==> config.mk <==
export PLATFORM = sky130hd
export DESIGN_NAME = axis_packet_arbiter
export DESIGN_NICKNAME = d
export VERILOG_FILES = /design/src/rtl/axis_arb_pkg.sv /design/src/rtl/axis_register.sv /design/src/rtl/axis_packet_arbiter.sv
export SDC_FILE = /design/constraint.sdc
export NUM_CORES = 1
export LEC_CHECK = 0
export BUFFER_PORTS_ARGS = -buffer_cell sky130_fd_sc_hd__buf_2
export CAP_MARGIN = 20
export CORE_MARGIN = 2
export CORE_UTILIZATION = 43
export CTS_CLUSTER_SIZE = 12
export DETAILED_ROUTE_END_ITERATION = 10
export PLACE_DENSITY = 0.82
export SYNTH_ARGS = -nofsm -noshare
export SYNTH_HDL_FRONTEND = slang
export SYNTH_SLANG_ARGS = --single-unit
==> constraint.sdc <==
create_clock -name clk -period 2.1 [get_ports clk]
set_clock_uncertainty 0.1 [all_clocks]
set_input_delay 0.105 -clock clk [delete_from_list [all_inputs] [get_ports clk]]
set_output_delay 0.105 -clock clk [all_outputs]
set_load 0.01 [all_outputs]
==> src/rtl/axis_arb_pkg.sv <==
// axis_arb_pkg: shared state type and selection helpers
// for axis_packet_arbiter.
package axis_arb_pkg;

  localparam int ARB_MAX_IN = 16;

  typedef enum logic {
    ARB_IDLE,
    ARB_LOCKED
  } arb_state_t;

  typedef logic [3:0] arb_idx_t;

  function automatic int id_bits(input int n);
    return ($clog2(n) < 1) ? 1 : $clog2(n);
  endfunction

  // First asserted request at or after ptr, wrapping modulo n.
  function automatic arb_idx_t rr_select(
    input logic [ARB_MAX_IN-1:0] req,
    input arb_idx_t              ptr,
    input int                    n
  );
    arb_idx_t w_win;
    logic     w_found;
    int       k;
    w_win   = '0;
    w_found = 1'b0;
    for (int i = 0; i < ARB_MAX_IN; i++) begin
      k = (int'(ptr) + i) % n;
      if (!w_found && i < n && req[k[3:0]]) begin
        w_win   = arb_idx_t'(k);
        w_found = 1'b1;
      end
    end
    return w_win;
  endfunction

endpackage

==> src/rtl/axis_register.sv <==
// axis_register: single-slot AXI-Stream register stage; accepts
// whenever the slot is empty or being drained this cycle.
module axis_register #(
  parameter int DW = 8,
  parameter int UW = 1
) (
  input  logic          clk,
  input  logic          areset,
  input  logic          i_valid,
  output logic          o_ready,
  input  logic [DW-1:0] i_data,
  input  logic [UW-1:0] i_user,
  input  logic          i_last,
  output logic          o_valid,
  input  logic          i_ready,
  output logic [DW-1:0] o_data,
  output logic [UW-1:0] o_user,
  output logic          o_last
);

  logic          r_valid;
  logic          r_last;
  logic [DW-1:0] r_data;
  logic [UW-1:0] r_user;
  logic          w_load;

  assign o_ready = !r_valid || i_ready;
  assign w_load  = i_valid && o_ready;

  always_ff @(posedge clk or posedge areset) begin
    if (areset) begin
      r_valid <= 1'b0;
      r_last  <= 1'b0;
      r_data  <= '0;
      r_user  <= '0;
    end else if (w_load) begin
      r_valid <= 1'b1;
      r_last  <= i_last;
      r_data  <= i_data;
      r_user  <= i_user;
    end else if (i_ready) begin
      r_valid <= 1'b0;
    end
  end

  assign o_valid = r_valid;
  assign o_last  = r_last;
  assign o_data  = r_data;
  assign o_user  = r_user;

endmodule

==> src/rtl/axis_packet_arbiter.sv <==
// axis_packet_arbiter: packet-locked N:1 AXI-Stream arbiter with tid tagging.
// Define AXIS_ARB_ROUND_ROBIN_EN for round-robin; otherwise fixed priority.
module axis_packet_arbiter
  import axis_arb_pkg::*;
#(
  parameter  int NUM_INPUTS     = 2,
  parameter  int AXIS_BYTES     = 1,
  parameter  int AXIS_USER_BITS = 1,
  localparam int ID_BITS        = id_bits(NUM_INPUTS),
  localparam int DW             = AXIS_BYTES * 8,
  localparam int UW             = AXIS_USER_BITS
) (
  input  logic                     clk,
  input  logic                     areset,
  output logic [NUM_INPUTS-1:0]    axis_i_tready,
  input  logic [NUM_INPUTS-1:0]    axis_i_tvalid,
  input  logic [NUM_INPUTS-1:0]    axis_i_tlast,
  input  logic [NUM_INPUTS*DW-1:0] axis_i_tdata,
  input  logic [NUM_INPUTS*UW-1:0] axis_i_tuser,
  input  logic                     axis_o_tready,
  output logic                     axis_o_tvalid,
  output logic                     axis_o_tlast,
  output logic [DW-1:0]            axis_o_tdata,
  output logic [UW-1:0]            axis_o_tuser,
  output logic [ID_BITS-1:0]       axis_o_tid
);

  arb_state_t              r_state;
  logic [ID_BITS-1:0]      r_sel;
  logic [ARB_MAX_IN-1:0]   w_req;
  arb_idx_t                w_win;
  logic                    w_s_ready;
  logic                    w_sel_valid;
  logic                    w_sel_last;
  logic                    w_load;
  logic                    w_acc;
  logic [DW-1:0]           w_sel_data;
  logic [UW-1:0]           w_sel_user;
  logic [UW+ID_BITS-1:0]   w_m_user;
  logic [NUM_INPUTS-1:0]   w_tready;

  always_comb begin
    w_req = '0;
    w_req[NUM_INPUTS-1:0] = axis_i_tvalid;
  end

`ifdef AXIS_ARB_ROUND_ROBIN_EN
  logic [ID_BITS-1:0] r_ptr;
  assign w_win = rr_select(w_req, arb_idx_t'(r_ptr), NUM_INPUTS);
`else
  assign w_win = rr_select(w_req, '0, NUM_INPUTS);
`endif

  assign w_sel_valid = axis_i_tvalid[r_sel];
  assign w_sel_last  = axis_i_tlast[r_sel];
  assign w_sel_data  = axis_i_tdata[r_sel*DW +: DW];
  assign w_sel_user  = axis_i_tuser[r_sel*UW +: UW];
  assign w_load      = (r_state == ARB_LOCKED) && w_sel_valid;
  assign w_acc       = w_load && w_s_ready;

  always_comb begin
    w_tready = '0;
    if (r_state == ARB_LOCKED) w_tready[r_sel] = w_s_ready;
  end

  assign axis_i_tready = w_tready;

  // Grant is held until the owner's tlast beat is accepted.
  always_ff @(posedge clk or posedge areset) begin
    if (areset) begin
      r_state <= ARB_IDLE;
      r_sel   <= '0;
`ifdef AXIS_ARB_ROUND_ROBIN_EN
      r_ptr   <= '0;
`endif
    end else begin
      unique case (r_state)
        ARB_IDLE: begin
          if (|axis_i_tvalid) begin
            r_sel   <= w_win[ID_BITS-1:0];
            r_state <= ARB_LOCKED;
          end
        end
        ARB_LOCKED: begin
          if (w_acc && w_sel_last) begin
            r_state <= ARB_IDLE;
`ifdef AXIS_ARB_ROUND_ROBIN_EN
            r_ptr <= (r_sel == ID_BITS'(NUM_INPUTS - 1))
                   ? '0 : r_sel + 1'b1;
`endif
          end
        end
        default: r_state <= ARB_IDLE;
      endcase
    end
  end

  // tid rides alongside tuser through the output stage.
  axis_register #(
    .DW (DW),
    .UW (UW + ID_BITS)
  ) u_out (
    .clk     (clk),
    .areset  (areset),
    .i_valid (w_load),
    .o_ready (w_s_ready),
    .i_data  (w_sel_data),
    .i_user  ({r_sel, w_sel_user}),
    .i_last  (w_sel_last),
    .o_valid (axis_o_tvalid),
    .i_ready (axis_o_tready),
    .o_data  (axis_o_tdata),
    .o_user  (w_m_user),
    .o_last  (axis_o_tlast)
  );

  assign {axis_o_tid, axis_o_tuser} = w_m_user;

endmodule

==> flow_summary_export.csv, run 1 <==
group,metric,value,unit
routing,wl,1.52,mm
grt,grt_pass1_vias,558,
routing,drtIter0Drc,3,
floorplan,dieArea,2060,µm²
placement,io_buffers,38,
floorplan,die_y,45.4,µm
sta,fmax,0.635,GHz
clocking,cts_resized,0,
sta,setup_tns,0,ns
clocking,cts_root_buffer,"clkbuf_4",
sta,finalHoldViolCount,0,
placement,gp_congestion,0.686,
sta,fin_crit_sh,75.0,%
sta,rsz0062_at_grt,"false",
clocking,tritoncts,"built",
worst_setup_path,path_class,"in -> reg",
cells_and_area,fin_nets,120,
floorplan,num_io_pins,39,
placement,hpwl,1.10,mm
pwr,ir_drop,1130,µV
sta,setup_viol,0,
synth,yosys.area.top_type,"dfrtp_1",
synth,yosysWarningCount,0,
sta,period_minus_slack,1.58,ns
synth,yosysUniqueCellTypes,15,
synth,synth_area,737,µm²
routing,ant_nets,0,
worst_setup_path,required,2.17,ns
clocking,path_clk_slew,0.08,ns
clocking,cts_buffers,3,
synth,synth_edf_count,0,
worst_setup_path,start_kind,"input pin",
flow_run,cap_violations,0,
floorplan,core,1560,µm²
synth,synthArstFlopShare,100,%
worst_setup_path,cp_max_fo,12,
cells_and_area,antenna_cells,0,
grt,grt_max_degree,15,
grt,antenna_found_initial,0,
pwr,powerDensity,1430,nW/µm²
pwr,cellLeakagePower,0.533,nW
grt,grt_pass1_wl,2.47,mm
run_status,outcome,"finished, final reports clean",
synth,yosys_register_bits,14,
synth,synth.avg_cell_area,14.2,µm²
floorplan,rows,14,
clocking,clk_path_buf_depth,2,
hold_path,hp-class,"in -> reg",
grt,overflow,0,
synth,synth-main-ff-cell,"dfrtp_1",
synth,syn_nets,77,
clocking,htreeDepth,1,
synth,synth_most_common_cell,"dfrtp_1",
cells_and_area,areaGrowthSynthToFinish,32.9,%
synth,synthCells,52,
synth,seq_area_frac_synth,47.5,%
routing,wire_per_inst,13.9,µm
clocking,clk_latency,0.27,ns
routing,viasPerCell,5.01,
routing,dr.pass1.iters,3,
placement,place_ws,0.607,ns
sta,maxSlewHeadroom,65.1,%
worst_setup_path,cp.arrival,1.64,ns
clocking,clock-sinks,14,
sta,setup_slack,0.525,ns
floorplan,die_w,45.4,µm
sta,final_max_slew_viol_count,0,
cells_and_area,drive_gt1_share,68.1,%
grt,grt_usage,17.3,%
sta,worst_slew_pin_slew,0.523,ns
synth,synth_common_cells,"14 x dfrtp_1, 11 x mux2_2, 9 x mux2_4",
floorplan,start_util,47.3,%
synth,synth_top_area_share,47.5,%
worst_setup_path,cp-end-kind,"flop",
clocking,cts_setup_buffers,0,
synth,ys_top_cells_by_area,"dfrtp_1 48%, mux2_4 18%, mux2_2 17%, mux2i_1 2.7%, nand3_4 2.4%",
routing,drcViolationCount,0,
routing,via_count,551,
==> state kept, by name, summed over array words and instances, names as in the netlist <==
signal / count
r_sel: 1
r_state: 1
u_out.o_data: 8
u_out.o_last: 1
u_out.o_user: 2
u_out.o_valid: 1
==> power breakdown <==
| group | switching (mW) | internal (mW) |
|---|---|---|
| registers | 0.0837 | 0.406 |
| logic | 0.309 | 0.417 |
| clock network | 0.0842 | 0.105 |
==> cells by family (layout without fill, tap and decap cells) <==
logic type             count (synthesis)  in the layout  synth area share (%)
AO/OA/AOI/OAI                          3              3                  2.72
buffers and inverters                  6             48                  5.77
AND/OR/NAND/NOR                        7              7                  6.11
multiplexers                          22             22                  37.9
flip-flops                            14             14                  47.5
==> stage by stage <==
| stage | total power, mW | instance area (µm²) | hold slack (ns) | cells | utilization [%] |
|---|---|---|---|---|---|
| detailed placement | 1.22 | 923 | 0.0682 | 104 | 59.2 |
| global route | 1.50 | 980 | 0.00322 | 110 | 62.8 |
| floorplan | 1.04 | 737 | -0.106 | 52 | - |
| finish | 1.41 | 980 | 0.0150 | 110 | 62.8 |
| global placement | 1.20 | 923 | 0.0557 | 104 | 59.2 |
| CTS | 1.42 | 980 | 0.00789 | 110 | 62.8 |
==> metal layers <==
metal / part of all wire (%) / vias to the layer above / global-route usage [%]
met5: 0 / - / 0
met4: 1.2 / 0 / 5.29
met3: 3.7 / 2 / 4.76
met2: 56 / 16 / 31.5
met1: 39 / 270 / 19.1
li1: - / 263 / -
==> cell usage in the layout (no fill, tap or decap), drive strengths merged <==
cell type / netlist / final
nor2: 1 / 1
nand2: 3 / 3
nand2b: 1 / 1
a21oi: 2 / 2
nand3: 1 / 1
o32a: 1 / 1
clkbuf: 0 / 4
dlygate4sd3: 0 / 2
inv: 3 / 3
dfrtp: 14 / 14
mux2: 20 / 20
and3: 1 / 1
mux2i: 2 / 2
buf: 3 / 39
==> path summary, 6_finish.rpt <==
| check | startpoint | end | slack (ns) | depth (start not counted) |
|---|---|---|---|---|
| max | axis_i_tvalid[0] | u_out.o_data[2]$_DFFE_PP0P_ | 0.52 | 5 |
| min | axis_i_tvalid[1] | r_state$_DFF_PP0_ | 0.02 | 2 |
| max reg2reg | r_sel$_DFFE_PP0P_ | u_out.o_data[2]$_DFFE_PP0P_ | 0.58 | 3 |
| min reg2reg | u_out.o_data[2]$_DFFE_PP0P_ | u_out.o_data[2]$_DFFE_PP0P_ | 0.41 | 1 |
| max in group asynchronous | areset | u_out.o_data[0]$_DFFE_PP0P_ | 1.22 | 3 |
| min in group asynchronous | areset | r_sel$_DFFE_PP0P_ | 0.33 | 3 |
==> cell type report <==
| class | count | area, µm² |
|---|---|---|
| Sequential cell | 14 | 350 |
| Clock buffer | 4 | 36.3 |
| Timing Repair Buffer | 41 | 218 |
| Fill cell | 134 | 579 |
| Tap cell | 16 | 20.0 |
| Inverter | 3 | 11.3 |
| Multi-Input combinational cell | 32 | 344 |
==> critical path: stages <==
cell and delay [ns]:
dlygate4sd3_1 0.53, buf_2 0.14, mux2_4 0.29, nand3_4 0.21, mux2_2 0.36
==> timing repair <==
item | 4_1_cts | 5_1_grt
endpoints found under the hold margin | 15 | 0
hold buffers | 2 | 0
endpoints found under the setup margin | 0 | 0
Power figures use the tool's default switching activity.
==> inputs of run 2 (changes only) <==
CORE_UTILIZATION = 39   (was 43)
PLACE_DENSITY = 0.79   (was 0.82)
clock period = 1.4 ns   (was 2.1 ns; I/O delays follow)
==> run 2 against run 1 <==
Effect of this change: the run now ends with negative setup slack left; sequential power is 54% higher; worst hold slack better by 0.0032 ns; power grew 55%; count of clock-buffer cells in the layout decreased by 1; die area up 9.3%; register-to-register slack lost 0.63 ns; combinational power is 67% higher; sequential share of layout area decreased by 2.4 points; core utilization shrank 2.7 points; largest cell class is now multi-input combinational cells.
==> flow_summary_export.csv, run 2 (synthesized netlist as in run 1, its figures left out) <==
group,metric,value,unit
grt,grt_pass1_wl,2.30,mm
cells_and_area,fill_cells,157,
cells_and_area,final-seq-area,350,µm²
routing,dr.pass1.iters,4,
pwr,finalPower,2.18,mW
floorplan,num_io_pins,39,
clocking,cts_buffers,3,
clocking,clock-sinks,14,
sta,worst_slew_pin_slew,0.513,ns
cells_and_area,layout_commonest_cell,"buf_2",
clocking,htreeDepth,1,
clocking,path_clk_slew,0.07,ns
clocking,cts_root_buffer,"clkbuf_4",
worst_setup_path,path_delay_family,"multiplexers",
pwr,switching_share,34.9,%
cells_and_area,final_cell_mix,"38 x buf_2, 14 x dfrtp_1, 11 x mux2_4, 9 x mux2_2",
floorplan,die_y,47.5,µm
floorplan,start_util,42.2,%
worst_setup_path,required,1.45,ns
routing,drtIter0Drc,4,
placement,dpl_cell_area,942,µm²
run_status,outcome,"complete, but fails checks",
sta,setup_slack,-0.0538,ns
worst_setup_path,cp_max_fo,6,
floorplan,die_w,47.5,µm
grt,grt_usage,15.2,%
grt,grt_pass1_vias,548,
pwr,comb_power_share,55.6,%
floorplan,dieArea,2250,µm²
grt,grt_max_degree,15,
pwr,powerDensity,2080,nW/µm²
pwr,internal_power,1.42,mW
worst_setup_path,path_buf_inv,0,
clocking,clk_latency,0.27,ns
sta,finalHoldViolCount,0,
worst_setup_path,r2r-start,"r_sel$_DFFE_PP0P_",
grt,overflow,0,
clocking,tritoncts,"built",
clocking,clk_path_buf_depth,2,
pwr,cellLeakagePower,0.566,nW
pwr,p_seq_share,34.6,%
worst_setup_path,cpPeakStageDelay,0.41,ns
grt,antenna_found_initial,0,
cells_and_area,fin_area,1050,µm²
routing,drcViolationCount,0,
worst_setup_path,path_cells,"mux2_4 > nand3_4 > mux2_4",
run_status,violations,"negative setup slack",
placement,gp_congestion,0.654,
cells_and_area,multi_input_area,377,µm²
pwr,p_switching,0.762,mW
cells_and_area,largest_reg_flops,8,
sta,maxSlewHeadroom,65.8,%
routing,wire_per_inst,12.7,µm
sta,fmax,0.688,GHz
worst_setup_path,startpoint,"r_sel$_DFFE_PP0P_",
sta,period_minus_slack,1.45,ns
sta,final_max_slew_viol_count,0,
worst_setup_path,cp.arrival,1.51,ns
worst_setup_path,crit_slowest_cell,"dfrtp_1",
cells_and_area,drive_gt1_share,69.4,%
routing,wl,1.57,mm
routing,viasPerCell,4.66,
worst_setup_path,crit_top_cell,"mux2_4",
cells_and_area,fin_nets,125,
placement,io_buffers,38,
routing,via_count,573,
sta,setup_viol,10,
flow_run,cap_violations,0,
cells_and_area,antenna_cells,0,
pwr,ir_drop,1210,µV
floorplan,rows,15,
floorplan,core,1750,µm²
sta,fin_crit_sh,104,%
sta,rsz0062_at_grt,"true",
worst_setup_path,cp-end-kind,"flop",
worst_setup_path,start_kind,"flop",
pwr,clkPwrFrac,9.7,%
worst_setup_path,path_class,"reg -> reg",
hold_path,min_from,"axis_i_tlast[0]",
routing,ant_nets,0,
hold_path,hp-class,"in -> reg",
cells_and_area,areaGrowthSynthToFinish,42.4,%
run 2: cell types whose count changed in the layout (fill, tap and decap cells not counted):
cell,change
buf_6,+2
mux2_2,-2
mux2_4,+2
buf_4,+1
clkbuf_8,-1
dlygate4sd3_1,+1
nand2b_1,-1
nand2b_4,+1
nand3_4,+1
run 2: area by class of cell:
| class | instances | area share, % |
|---|---|---|
| multi-input cells | 33 | 35.9 |
| repair buffers | 45 | 24.6 |
| well taps | 25 | 2.98 |
| clock buffers | 3 | 2.15 |
| inverters | 3 | 1.07 |
| flip-flops and latches | 14 | 33.4 |
run 2: per-layer routing:
layer	up-vias	track usage, %	wire length, µm
met2	21	23.0	765
met5	-	0	0
li1	276	-	-
met3	2	2.26	88
met4	0	10.0	13
met1	274	20.2	697
run 2: final timing paths:
check | end | cells after the start | slack (ns)
max | u_out.o_user[1]$_DFFE_PP0P_ | 3 | -0.05
min | u_out.o_last$_DFFE_PP0P_ | 3 | 0.02
max reg2reg | u_out.o_user[1]$_DFFE_PP0P_ | 3 | -0.05
min reg2reg | u_out.o_data[1]$_DFFE_PP0P_ | 1 | 0.41
max in group asynchronous | u_out.o_last$_DFFE_PP0P_ | 3 | 0.58
min in group asynchronous | u_out.o_data[0]$_DFFE_PP0P_ | 3 | 0.27
run 2: power groups by stage:
stage,logic [mW],registers (mW),clock network [mW]
final,1.21,0.756,0.213
after global routing,1.31,0.778,0.232
after CTS,1.19,0.748,0.221
after detailed placement,1.11,0.738,0
after global placement,1.08,0.731,0
after floorplan,0.746,0.811,0
run 2: worst min-delay path, stage by stage:
cell     delay, ns
buf_2         0.07
mux2i_1       0.07
mux2i_1       0.12
run 2: metrics by stage:
step | hold WS (ns) | util, % | instances | setup TNS, ns | setup slack [ns]
after detailed placement | 0.0267 | 54.0 | 114 | -0.690 | -0.107
after CTS | 0.00842 | 58.9 | 122 | -0.480 | -0.0535
after global placement | 0.0168 | 54.0 | 114 | -0.333 | -0.0630
after floorplan | -0.141 | - | 52 | -1.16 | -0.140
after global routing | 0.0242 | 60.1 | 123 | -0.697 | -0.0864
final | 0.0182 | 60.1 | 123 | -0.351 | -0.0538
run 2: repair_timing:
item | CTS | global route
endpoints found under the setup margin | 10 | 14
cloned | 1 | 0
endpoints found under the hold margin | 16 | 0
hold buffers | 3 | 0
gates resized for setup | 3 | 3
setup buffers | 1 | 1
pin swaps | 0 | 1
==> inputs of run 3 (changes only) <==
REMOVE_ABC_BUFFERS = 1   (was unset)
==> run 3 against run 2 <==
Effect of this change: the flow still finishes with violations (negative setup slack); critical path depth stayed put; maximum frequency is 1.4% higher; worst setup slack better by 0.021 ns; flip-flop and latch count stayed put; clock power is 34% higher; power is 3.0% higher; register-to-register slack better by 0.02 ns; design area is 1.7% higher.
==> flow_summary_export.csv, run 3 (synthesized netlist as in run 1, its figures left out) <==
group,metric,value,unit
run_status,outcome,"complete, but fails checks",
run_status,violations,"negative setup slack",
grt,antenna_found_initial,0,
floorplan,die_w,47.5,µm
routing,viasPerCell,4.73,
routing,drcViolationCount,0,
worst_setup_path,path_class,"reg -> reg",
cells_and_area,largest_reg_flops,8,
clocking,clk_latency,0.27,ns
floorplan,dieArea,2250,µm²
hold_path,min_from,"axis_i_tvalid[1]",
sta,period_minus_slack,1.43,ns
worst_setup_path,start_kind,"flop",
clocking,cts_root_buffer,"clkbuf_4",
flow_run,cap_violations,0,
sta,timing.hold.ws,0.0125,ns
hold_path,min_to,"r_sel$_DFFE_PP0P_",
placement,place_ws,-0.0749,ns
sta,setup_viol,10,
clocking,htreeDepth,1,
cells_and_area,areaGrowthSynthToFinish,44.8,%
pwr,ir_drop,1110,µV
worst_setup_path,cp.arrival,1.49,ns
worst_setup_path,cp-end-kind,"flop",
sta,fmax,0.698,GHz
placement,place_inst,115,
grt,overflow,0,
sta,fin_crit_sh,102,%
worst_setup_path,required,1.46,ns
grt,grt_pass1_wl,2.43,mm
clocking,tritoncts,"built",
grt,grt_usage,15.5,%
placement,gp_congestion,0.703,
pwr,powerDensity,2110,nW/µm²
clocking,clk_path_buf_depth,2,
sta,final_max_slew_viol_count,0,
routing,drtIter0Drc,8,
floorplan,start_util,42.2,%
cells_and_area,layout.cells.non_filler,124,
hold_path,hp-class,"in -> reg",
clocking,path_clk_slew,0.08,ns
sta,worst_slew_pin_slew,0.537,ns
cells_and_area,antenna_cells,0,
placement,io_buffers,38,
routing,wire_per_inst,12.5,µm
routing,dr.pass1.iters,3,
cells_and_area,fin_nets,125,
cells_and_area,post-route-util,61.1,%
worst_setup_path,r2r-start,"r_sel$_DFFE_PP0P_",
floorplan,rows,15,
floorplan,num_io_pins,39,
routing,via_count,586,
routing,wl,1.56,mm
pwr,finalPower,2.25,mW
cells_and_area,drive_gt1_share,69.7,%
placement,hpwl,1.04,mm
floorplan,core,1750,µm²
worst_setup_path,rr_worst_depth,3,
floorplan,die_y,47.5,µm
sta,rsz0062_at_grt,"true",
worst_setup_path,reg2reg_setup_slack,-0.03,ns
cells_and_area,layout_commonest_cell,"buf_2",
sta,setup_slack,-0.0333,ns
pwr,cellLeakagePower,0.575,nW
hold_path,holdPathStages,3,
clocking,clock-sinks,14,
worst_setup_path,cp_max_fo,6,
sta,maxSlewHeadroom,64.2,%
routing,ant_nets,0,
worst_setup_path,reg2reg_to,"u_out.o_data[6]$_DFFE_PP0P_",
grt,grt_pass1_vias,597,
sta,finalHoldViolCount,0,
clocking,cts_buffers,3,
cells_and_area,final_cell_mix,"38 x buf_2, 14 x dfrtp_1, 11 x mux2_4, 9 x mux2_2",
grt,grt_max_degree,15,
run 3: worst max-delay path, cell delays in order (launching register included):
cell and delay [ns]:
dfrtp_1 0.41, mux2_4 0.35, nand3_4 0.15, mux2_4 0.31
run 3: worst max-delay path by stage:
stage                                 start                           to  slack (ns)  cells past startpoint
after floorplan           r_sel$_DFFE_PP0P_  u_out.o_data[2]$_DFFE_PP0P_       -0.30                      3
after detailed placement  r_sel$_DFFE_PP0P_  u_out.o_data[2]$_DFFE_PP0P_       -0.07                      3
after CTS                 r_sel$_DFFE_PP0P_  u_out.o_user[0]$_DFFE_PP0P_       -0.05                      3
after global placement    r_sel$_DFFE_PP0P_  u_out.o_data[2]$_DFFE_PP0P_       -0.05                      3
final                     r_sel$_DFFE_PP0P_  u_out.o_data[6]$_DFFE_PP0P_       -0.03                      3
after global routing      r_sel$_DFFE_PP0P_  u_out.o_data[5]$_DFFE_PP0P_       -0.07                      3
run 3: per-layer routing:
| layer | track usage (%) | vias up | wire length, µm |
|---|---|---|---|
| li1 | - | 280 | - |
| met5 | 0 | - | 0 |
| met3 | 3.40 | 2 | 104 |
| met2 | 29.2 | 23 | 819 |
| met4 | 6.67 | 0 | 15 |
| met1 | 16.2 | 281 | 616 |
run 3: what timing repair did:
action                                 in CTS  in global routing
setup endpoints to repair                  13                 14
hold buffers                                3                  0
endpoints found under the hold margin      16                  0
gates cloned                                1                  0
resized for setup                           2                  5
pin swaps                                   0                  2
buffers inserted                            0                  1
run 3: where the power goes:
part | internal (mW) | total [mW] | switching (mW) | leakage, nW
sequential | 0.609 | 0.746 | 0.137 | 0.162
clock | 0.158 | 0.286 | 0.128 | 0.0210
combinational | 0.720 | 1.22 | 0.497 | 0.392
run 3: layout make-up:
cell class                      count  area (µm²)
Clock buffer                        4        36.3
Fill cell                         145         678
Sequential cell                    14         350
Timing Repair Buffer               45         262
Inverter                            3        11.3
Tap cell                           25        31.3
Multi-Input combinational cell     33         377
run 3: stage by stage:
step	cell area, µm²	TNS, ns
6_report	1070	-0.201
5_1_grt	1070	-0.609
3_3_place_gp	950	-0.247
4_1_cts	1040	-0.432
2_1_floorplan	706	-2.83
3_5_place_dp	950	-0.434
